**config.mk**
```make
export PLATFORM = sky130hd
export DESIGN_NAME = udma_ethernet_rx_ring_ctrl_flat
export DESIGN_NICKNAME = d
export VERILOG_FILES = /design/src/rtl/udma_ethernet_rx_ring_ctrl_pkg.sv /design/src/rtl/udma_ethernet_rx_ring_ctrl_if.sv /design/src/rtl/udma_ethernet_rx_ring_ctrl.sv /design/src/flat_wrapper.sv
export SDC_FILE = /design/constraint.sdc
export NUM_CORES = 1
export LEC_CHECK = 0
export BUFFER_PORTS_ARGS = -buffer_cell sky130_fd_sc_hd__buf_4
export CAP_MARGIN = 25
export CELL_PAD_IN_SITES_DETAIL_PLACEMENT = 1
export CELL_PAD_IN_SITES_GLOBAL_PLACEMENT = 1
export CORE_MARGIN = 2
export CORE_UTILIZATION = 32
export DETAILED_ROUTE_END_ITERATION = 10
export PLACE_DENSITY_LB_ADDON = 0.08
export SETUP_SLACK_MARGIN = 0.4
export SLEW_MARGIN = 20
export SYNTH_ARGS = -nofsm -noshare
export SYNTH_HDL_FRONTEND = slang
export SYNTH_SLANG_ARGS = --single-unit
```
**constraint.sdc**
```tcl
create_clock -name clk_i -period 2 [get_ports clk_i]
set_input_delay 0.6 -clock clk_i [delete_from_list [all_inputs] [get_ports clk_i]]
set_output_delay 0.6 -clock clk_i [all_outputs]
set_load 0.01 [all_outputs]
```
**src/rtl/udma_ethernet_rx_ring_ctrl_pkg.sv**
```systemverilog
// Shared types and constants for the uDMA Ethernet RX ring controller.
package udma_ethernet_pkg;

  localparam int unsigned ETH_RX_SLOTS  = 4;
  localparam int unsigned ETH_RX_SLOT_W = $clog2(ETH_RX_SLOTS);
  localparam int unsigned DROP_CNT_W    = 8;

  typedef enum logic [2:0] {
    IDLE,
    CHECK,
    WAIT,
    ARM,
    RUN
  } rx_ring_state_e;

endpackage

```
**src/rtl/udma_ethernet_rx_ring_ctrl_if.sv**
```systemverilog
// Channel control, MAC frame events and completion publish bundle.
interface udma_ethernet_rx_ring_ctrl_if #(
  parameter int unsigned L2_AWIDTH_NOAL = 12,
  parameter int unsigned TRANS_SIZE     = 16
);

  // uDMA channel control
  logic [L2_AWIDTH_NOAL-1:0] ch_startaddr_o;
  logic [TRANS_SIZE-1:0]     ch_size_o;
  logic                      ch_en_o;
  logic                      ch_clr_o;

  // MAC frame events
  logic                      frame_start_i;
  logic                      frame_valid_i;
  logic [TRANS_SIZE-1:0]     frame_len_i;

  // Completion publish towards the register interface
  logic [1:0]                rx_pointer_o;
  logic [TRANS_SIZE-1:0]     rx_size_o;
  logic                      frame_done_o;

  modport master (
    output ch_startaddr_o, ch_size_o, ch_en_o, ch_clr_o,
    output rx_pointer_o, rx_size_o, frame_done_o,
    input  frame_start_i, frame_valid_i, frame_len_i
  );

  modport slave (
    input  ch_startaddr_o, ch_size_o, ch_en_o, ch_clr_o,
    input  rx_pointer_o, rx_size_o, frame_done_o,
    output frame_start_i, frame_valid_i, frame_len_i
  );

endinterface

```
**src/rtl/udma_ethernet_rx_ring_ctrl.sv**
```systemverilog
// Walks the uDMA RX channel around a 4-slot buffer ring: arm, receive,
// publish completion, advance; stalls on software-owned slots.
module udma_ethernet_rx_ring_ctrl
  import udma_ethernet_pkg::*;
#(
  parameter int unsigned L2_AWIDTH_NOAL = 12,
  parameter int unsigned TRANS_SIZE     = 16,
  parameter int unsigned BUF_SIZE       = 1536
) (
  input  logic                          clk_i,
  input  logic                          rst_i,
  input  logic                          cfg_en_i,
  input  logic [L2_AWIDTH_NOAL-1:0]     cfg_startaddr0_i,
  input  logic [L2_AWIDTH_NOAL-1:0]     cfg_startaddr1_i,
  input  logic [L2_AWIDTH_NOAL-1:0]     cfg_startaddr2_i,
  input  logic [L2_AWIDTH_NOAL-1:0]     cfg_startaddr3_i,
  input  logic [ETH_RX_SLOTS-1:0]       desc_full_i,
  output logic                          ring_stall_o,
  output logic [DROP_CNT_W-1:0]         drop_cnt_o,
  udma_ethernet_rx_ring_ctrl_if.master  rx_if
);

  localparam logic [TRANS_SIZE-1:0] BUF_SIZE_T = TRANS_SIZE'(BUF_SIZE);
  localparam logic [DROP_CNT_W-1:0] DROP_MAX   = '1;

  rx_ring_state_e             state_q, state_d;
  logic [ETH_RX_SLOT_W-1:0]   slot_q, slot_d;
  logic [ETH_RX_SLOT_W-1:0]   ptr_q, ptr_d;
  logic [TRANS_SIZE-1:0]      rx_size_q, rx_size_d;
  logic [L2_AWIDTH_NOAL-1:0]  ch_addr_q, ch_addr_d;
  logic [TRANS_SIZE-1:0]      ch_size_q, ch_size_d;
  logic                       ch_en_q, ch_en_d;
  logic                       ch_clr_q, ch_clr_d;
  logic                       done_q, done_d;
  logic                       stall_q, stall_d;
  logic [DROP_CNT_W-1:0]      drop_q, drop_d;

  logic [L2_AWIDTH_NOAL-1:0]  slot_addr;
  logic [TRANS_SIZE-1:0]      clipped_len;
  logic                       slot_owned;

  // Start address of the current slot
  always_comb begin
    unique case (slot_q)
      2'd0:    slot_addr = cfg_startaddr0_i;
      2'd1:    slot_addr = cfg_startaddr1_i;
      2'd2:    slot_addr = cfg_startaddr2_i;
      default: slot_addr = cfg_startaddr3_i;
    endcase
  end

  assign slot_owned  = desc_full_i[slot_q];
  assign clipped_len = (rx_if.frame_len_i > BUF_SIZE_T) ? BUF_SIZE_T : rx_if.frame_len_i;

  // Next-state and registered-output logic
  always_comb begin
    state_d   = state_q;
    slot_d    = slot_q;
    ptr_d     = ptr_q;
    rx_size_d = rx_size_q;
    ch_addr_d = ch_addr_q;
    ch_size_d = ch_size_q;
    ch_en_d   = 1'b0;
    ch_clr_d  = 1'b0;
    done_d    = 1'b0;
    drop_d    = drop_q;

    // Frames starting while no buffer is armed are lost; count them
    if (cfg_en_i && rx_if.frame_start_i && (state_q == WAIT || state_q == CHECK)
        && drop_q != DROP_MAX) begin
      drop_d = drop_q + DROP_CNT_W'(1);
    end

    unique case (state_q)
      IDLE: begin
        if (cfg_en_i) state_d = CHECK;
      end
      CHECK: begin
        if (!cfg_en_i)      state_d = IDLE;
        else if (slot_owned) state_d = WAIT;
        else                 state_d = ARM;
      end
      WAIT: begin
        if (!cfg_en_i)        state_d = IDLE;
        else if (!slot_owned) state_d = ARM;
      end
      ARM: begin
        if (!cfg_en_i) begin
          state_d = IDLE;
        end else begin
          ch_addr_d = slot_addr;
          ch_size_d = BUF_SIZE_T;
          ch_en_d   = 1'b1;
          state_d   = RUN;
        end
      end
      RUN: begin
        // Completion is published even when the ring is being disabled
        if (rx_if.frame_valid_i) begin
          ptr_d     = slot_q;
          rx_size_d = clipped_len;
          done_d    = 1'b1;
          ch_clr_d  = 1'b1;
          slot_d    = slot_q + ETH_RX_SLOT_W'(1);
          state_d   = cfg_en_i ? CHECK : IDLE;
        end else if (!cfg_en_i) begin
          ch_clr_d = 1'b1;
          state_d  = IDLE;
        end
      end
      default: state_d = IDLE;
    endcase

    stall_d = (state_d == WAIT);
  end

  // State and output registers
  always_ff @(posedge clk_i or posedge rst_i) begin
    if (rst_i) begin
      state_q   <= IDLE;
      slot_q    <= '0;
      ptr_q     <= '1;
      rx_size_q <= '0;
      ch_addr_q <= '0;
      ch_size_q <= '0;
      ch_en_q   <= 1'b0;
      ch_clr_q  <= 1'b0;
      done_q    <= 1'b0;
      stall_q   <= 1'b0;
      drop_q    <= '0;
    end else begin
      state_q   <= state_d;
      slot_q    <= slot_d;
      ptr_q     <= ptr_d;
      rx_size_q <= rx_size_d;
      ch_addr_q <= ch_addr_d;
      ch_size_q <= ch_size_d;
      ch_en_q   <= ch_en_d;
      ch_clr_q  <= ch_clr_d;
      done_q    <= done_d;
      stall_q   <= stall_d;
      drop_q    <= drop_d;
    end
  end

  assign rx_if.ch_startaddr_o = ch_addr_q;
  assign rx_if.ch_size_o      = ch_size_q;
  assign rx_if.ch_en_o        = ch_en_q;
  assign rx_if.ch_clr_o       = ch_clr_q;
  assign rx_if.rx_pointer_o   = ptr_q;
  assign rx_if.rx_size_o      = rx_size_q;
  assign rx_if.frame_done_o   = done_q;
  assign ring_stall_o         = stall_q;
  assign drop_cnt_o           = drop_q;

endmodule

```
**src/flat_wrapper.sv**
```systemverilog
// flat-port wrapper written by rule: the top's interface ports become plain ports
module udma_ethernet_rx_ring_ctrl_flat import udma_ethernet_pkg::*;
#(
  parameter int unsigned L2_AWIDTH_NOAL = 12,
  parameter int unsigned TRANS_SIZE     = 16,
  parameter int unsigned BUF_SIZE       = 1536
)
  (clk_i, rst_i, cfg_en_i, cfg_startaddr0_i, cfg_startaddr1_i, cfg_startaddr2_i, cfg_startaddr3_i, desc_full_i, ring_stall_o, drop_cnt_o, rx_if_ch_startaddr_o, rx_if_ch_size_o, rx_if_ch_en_o, rx_if_ch_clr_o, rx_if_rx_pointer_o, rx_if_rx_size_o, rx_if_frame_done_o, rx_if_frame_start_i, rx_if_frame_valid_i, rx_if_frame_len_i);
  udma_ethernet_rx_ring_ctrl_if #(.L2_AWIDTH_NOAL(L2_AWIDTH_NOAL), .TRANS_SIZE(TRANS_SIZE)) rx_if_i ();
  input  logic clk_i;
  input  logic rst_i;
  input  logic cfg_en_i;
  input  logic [L2_AWIDTH_NOAL-1:0] cfg_startaddr0_i;
  input  logic [L2_AWIDTH_NOAL-1:0] cfg_startaddr1_i;
  input  logic [L2_AWIDTH_NOAL-1:0] cfg_startaddr2_i;
  input  logic [L2_AWIDTH_NOAL-1:0] cfg_startaddr3_i;
  input  logic [ETH_RX_SLOTS-1:0] desc_full_i;
  output logic ring_stall_o;
  output logic [DROP_CNT_W-1:0] drop_cnt_o;
  output wire logic [$bits(rx_if_i.ch_startaddr_o)-1:0] rx_if_ch_startaddr_o;
  output wire logic [$bits(rx_if_i.ch_size_o)-1:0] rx_if_ch_size_o;
  output wire logic [$bits(rx_if_i.ch_en_o)-1:0] rx_if_ch_en_o;
  output wire logic [$bits(rx_if_i.ch_clr_o)-1:0] rx_if_ch_clr_o;
  output wire logic [$bits(rx_if_i.rx_pointer_o)-1:0] rx_if_rx_pointer_o;
  output wire logic [$bits(rx_if_i.rx_size_o)-1:0] rx_if_rx_size_o;
  output wire logic [$bits(rx_if_i.frame_done_o)-1:0] rx_if_frame_done_o;
  input wire logic [$bits(rx_if_i.frame_start_i)-1:0] rx_if_frame_start_i;
  input wire logic [$bits(rx_if_i.frame_valid_i)-1:0] rx_if_frame_valid_i;
  input wire logic [$bits(rx_if_i.frame_len_i)-1:0] rx_if_frame_len_i;
  assign rx_if_ch_startaddr_o = rx_if_i.ch_startaddr_o;
  assign rx_if_ch_size_o = rx_if_i.ch_size_o;
  assign rx_if_ch_en_o = rx_if_i.ch_en_o;
  assign rx_if_ch_clr_o = rx_if_i.ch_clr_o;
  assign rx_if_rx_pointer_o = rx_if_i.rx_pointer_o;
  assign rx_if_rx_size_o = rx_if_i.rx_size_o;
  assign rx_if_frame_done_o = rx_if_i.frame_done_o;
  assign rx_if_i.frame_start_i = rx_if_frame_start_i;
  assign rx_if_i.frame_valid_i = rx_if_frame_valid_i;
  assign rx_if_i.frame_len_i = rx_if_frame_len_i;
  udma_ethernet_rx_ring_ctrl #(.L2_AWIDTH_NOAL(L2_AWIDTH_NOAL), .TRANS_SIZE(TRANS_SIZE), .BUF_SIZE(BUF_SIZE)) u_core (.clk_i(clk_i), .rst_i(rst_i), .cfg_en_i(cfg_en_i), .cfg_startaddr0_i(cfg_startaddr0_i), .cfg_startaddr1_i(cfg_startaddr1_i), .cfg_startaddr2_i(cfg_startaddr2_i), .cfg_startaddr3_i(cfg_startaddr3_i), .desc_full_i(desc_full_i), .ring_stall_o(ring_stall_o), .drop_cnt_o(drop_cnt_o), .rx_if(rx_if_i));
endmodule
```
==> impl_metrics.csv <==
group,metric,value,unit
status,outcome,"complete, no violations",
global_route,grt_pass1_wl,9.93,mm
placed_design,placed_cell_area,0.00324,mm^2
setup_path,critPathLaunch,"u_core.slot_q[0]",
routing,drt-total-wl,6.75,mm
clock_network,clkSinkCount,48,
synthesis,yosysWarnings,0,
setup_path,max_stage_delay,0.43,ns
cells_and_area,drive_gt1_frac,0.432,
routing,ant_nets,0,
min_path,holdCritPathClass,"in2async",
cells_and_area,multi_input_area,0.00100,mm^2
synthesis,ys_seq_area_frac,0.523,
timing,hold_viol,0,
routing,routedWlPerCell,15.3,um
cells_and_area,final_cells,441,
synthesis,ys.flop_type,"dfrtp_1",
global_route,gr-total-overflow,0,
cells_and_area,seqCellArea,0.00120,mm^2
floorplanning,die_y,88.8,um
timing,drv_slew,0,
synthesis,yosysMostFrequentCell,"dfrtp_1",
clock_network,cts_tree,"yes",
setup_path,critPathRequiredTime,2.16,ns
timing,finClkSkew,0.00555,ns
timing,max_freq,0.640,GHz
synthesis,syn_inst,221,
clock_network,cts_made_buffers,5,
synthesis,synth_area_per_cell,10.4,um^2
timing,post-route-min-period,1.56,ns
routing,viasPerCell,4.81,
routing,drc,0,
setup_path,worst_setup_path_end_kind,"register",
placed_design,place.detailed.hpwl,5.00,mm
cells_and_area,design_area,0.00342,mm^2
cells_and_area,fillers,794,
clock_network,cts.path.max_buffers,2,
synthesis,synth_edf_count,0,
synthesis,synthTopCellsByCount,"dfrtp_1, nand2_1, nor2_1, o21ai_0, buf_4",
pwr,ir_worst_vdd,529,uV
clock_network,cts_root_buffer,"clkbuf_8",
floorplanning,coreArea,0.00687,mm^2
setup_path,startpoint_type,"register",
setup_path,cp_num_buf_inv,1,
routing,vias,2121,
run,drv_cap,0,
global_route,antenna_found_initial,0,
timing,setup_viol,0,
synthesis,synth.distinct_cells,35,
synthesis,synth_top_area_cell,"dfrtp_1",
setup_path,crit_arrival,1.73,ns
placed_design,routabilityCongestion,0.767,
setup_path,path_max_fanout,12,
synthesis,synth.ff_latch_count,48,
floorplanning,core.rowCount,30,
global_route,grt_pass1_vias,2075,
timing,layout_worst_path_cycle_share,0.781,
synthesis,synth_area_leaders,"dfrtp_1, a222oi_1, buf_4, o21ai_0, a22o_1",
pwr,p_leak,1.71,nW
setup_path,critical_path.top_delay_family,"compound AO/OA/AOI/OAI gates",
synthesis,syn_area,0.00230,mm^2
timing,setup_tns,0,ns
floorplanning,io_pins,131,
routing,drt_first_pass_iters,5,
clock_network,htreeDepth,2,
pwr,p_per_area,1070,mW/mm^2
synthesis,async_flop_share,1.00,
setup_path,slowest_stage,"dfrtp_2",
floorplanning,dieArea,0.00789,mm^2
setup_path,crit_chain,"buf_4 > ha_4 > a222oi_1 > nor2_1 > a21oi_1 > o21ai_0",
timing,rsz0062_at_grt,"true",
clock_network,path_clk_slew,0.09,ns
global_route,grt_max_degree,49,
setup_path,reg2reg_from,"u_core.slot_q[0]",
clock_network,clk_latency,0.29,ns
placed_design,placed_cells,427,
global_route,grt_usage,0.162,
placed_design,numPortBuffers,116,
routing,dr.first_iter.drc_count,96,
synthesis,synth_top_area_frac,0.500,
floorplanning,chipWidth,88.8,um
cells_and_area,synthToLayoutAreaGrowth,48.3,%
floorplanning,start_util,0.335,
cells_and_area,fin_nets,422,
cells_and_area,antennaDiodeCount,0,
setup_path,critPathKind,"reg2reg",
-- layout make-up --
type | instances | share of cell area
flip-flops and latches | 48 | 0.353
inverters | 6 | 0.00769
repair buffers | 128 | 0.286
multi-input cells | 155 | 0.294
well taps | 96 | 0.0352
clock inverters | 1 | 0.00256
clock buffers | 7 | 0.0223
-- worst register-to-register path: stages (launching register included) --
cell and delay, ns:
dfrtp_2 0.43, buf_4 0.15, ha_4 0.21, a222oi_1 0.36, nor2_1 0.08, a21oi_1 0.12, o21ai_0 0.08
-- flip-flops by register name (all words and copies together), names as in the netlist --
signal / count
u_core.rx_if.frame_done_o: 1
u_core.rx_if.ch_clr_o: 1
u_core.rx_if.rx_pointer_o: 2
u_core.rx_if.ch_size_o: 1
u_core.drop_cnt_o: 8
u_core.rx_if.ch_startaddr_o: 12
u_core.rx_if.rx_size_o: 16
u_core.slot_q: 2
u_core.state_q: 3
u_core.ring_stall_o: 1
u_core.rx_if.ch_en_o: 1
-- layer usage --
layer | part of all wire | track usage
met1 | 0.44 | 0.218
met2 | 0.48 | 0.260
met3 | 0.078 | 0.0438
met4 | 0.0053 | 0.0413
met5 | 0 | 0
-- final timing paths --
path                                                        to  slack (ns)  cells after the start
max in group asynchronous         u_core.rx_if.rx_pointer_o[1]        1.36                      3
min in group clk_i              u_core.rx_if.ch_startaddr_o[0]        0.49                      2
worst max register to register  u_core.rx_if.ch_startaddr_o[9]        0.44                      6
worst min-delay path                      u_core.drop_cnt_o[7]        0.35                      3
worst max-delay path            u_core.rx_if.ch_startaddr_o[9]        0.44                      6
worst min register to register  u_core.rx_if.ch_startaddr_o[0]        0.49                      2
-- through the flow --
stage	total power, mW	hold WS, ns	util	setup WS (ns)
2_1_floorplan	2.31	0.486	-	0.427
3_3_place_gp	2.89	0.464	0.472	0.276
3_5_place_dp	2.93	0.472	0.472	0.243
4_1_cts	3.60	0.360	0.490	0.412
5_1_grt	3.94	0.361	0.497	0.333
6_report	3.66	0.347	0.497	0.437
-- logic make-up after synthesis --
group                      count (synthesis)  share of synthesized area
adders and majority gates                  5                     0.0272
muxes                                      2                     0.0163
DFF                                       48                      0.523
other                                      1                    0.00163
xor gates and xnor gates                   9                     0.0342
AOI/OAI and AO/OA                         56                      0.167
buffers and inverters                     31                     0.0793
and+or+nand+nor                           69                      0.152
-- layout by cell type (no fill, tap or decap), types with 2 or more instances in the layout --
cell type / instances
a211oi_1: 2
ha_4: 3
clkbuf_8: 5
nor3_1: 2
inv_1: 3
nand2_1: 19
a222oi_1: 12
and2_1: 4
o21ai_0: 15
dfrtp_1: 45
buf_4: 125
a22o_1: 9
nand2b_1: 2
dfstp_2: 2
inv_2: 2
nor2b_1: 5
xnor2_1: 9
ha_1: 2
nand4_1: 4
a21oi_1: 14
nor4_1: 3
nand3_1: 5
conb_1: 14
clkbuf_1: 2
nor2_1: 19
-- power by group --
group	switching [mW]	leakage, nW	internal [mW]
Clock	0.328	0.0424	0.251
Sequential	0.180	0.627	1.22
Combinational	0.836	1.04	0.849
-- repair_timing --
item / CTS / global route
resized for setup: 6 / 6
hold buffers: 0 / 0
pin swaps: 1 / 7
endpoints found under the setup margin: 12 / 13
setup buffers: 1 / 5
Power figures use the tool's default switching activity.
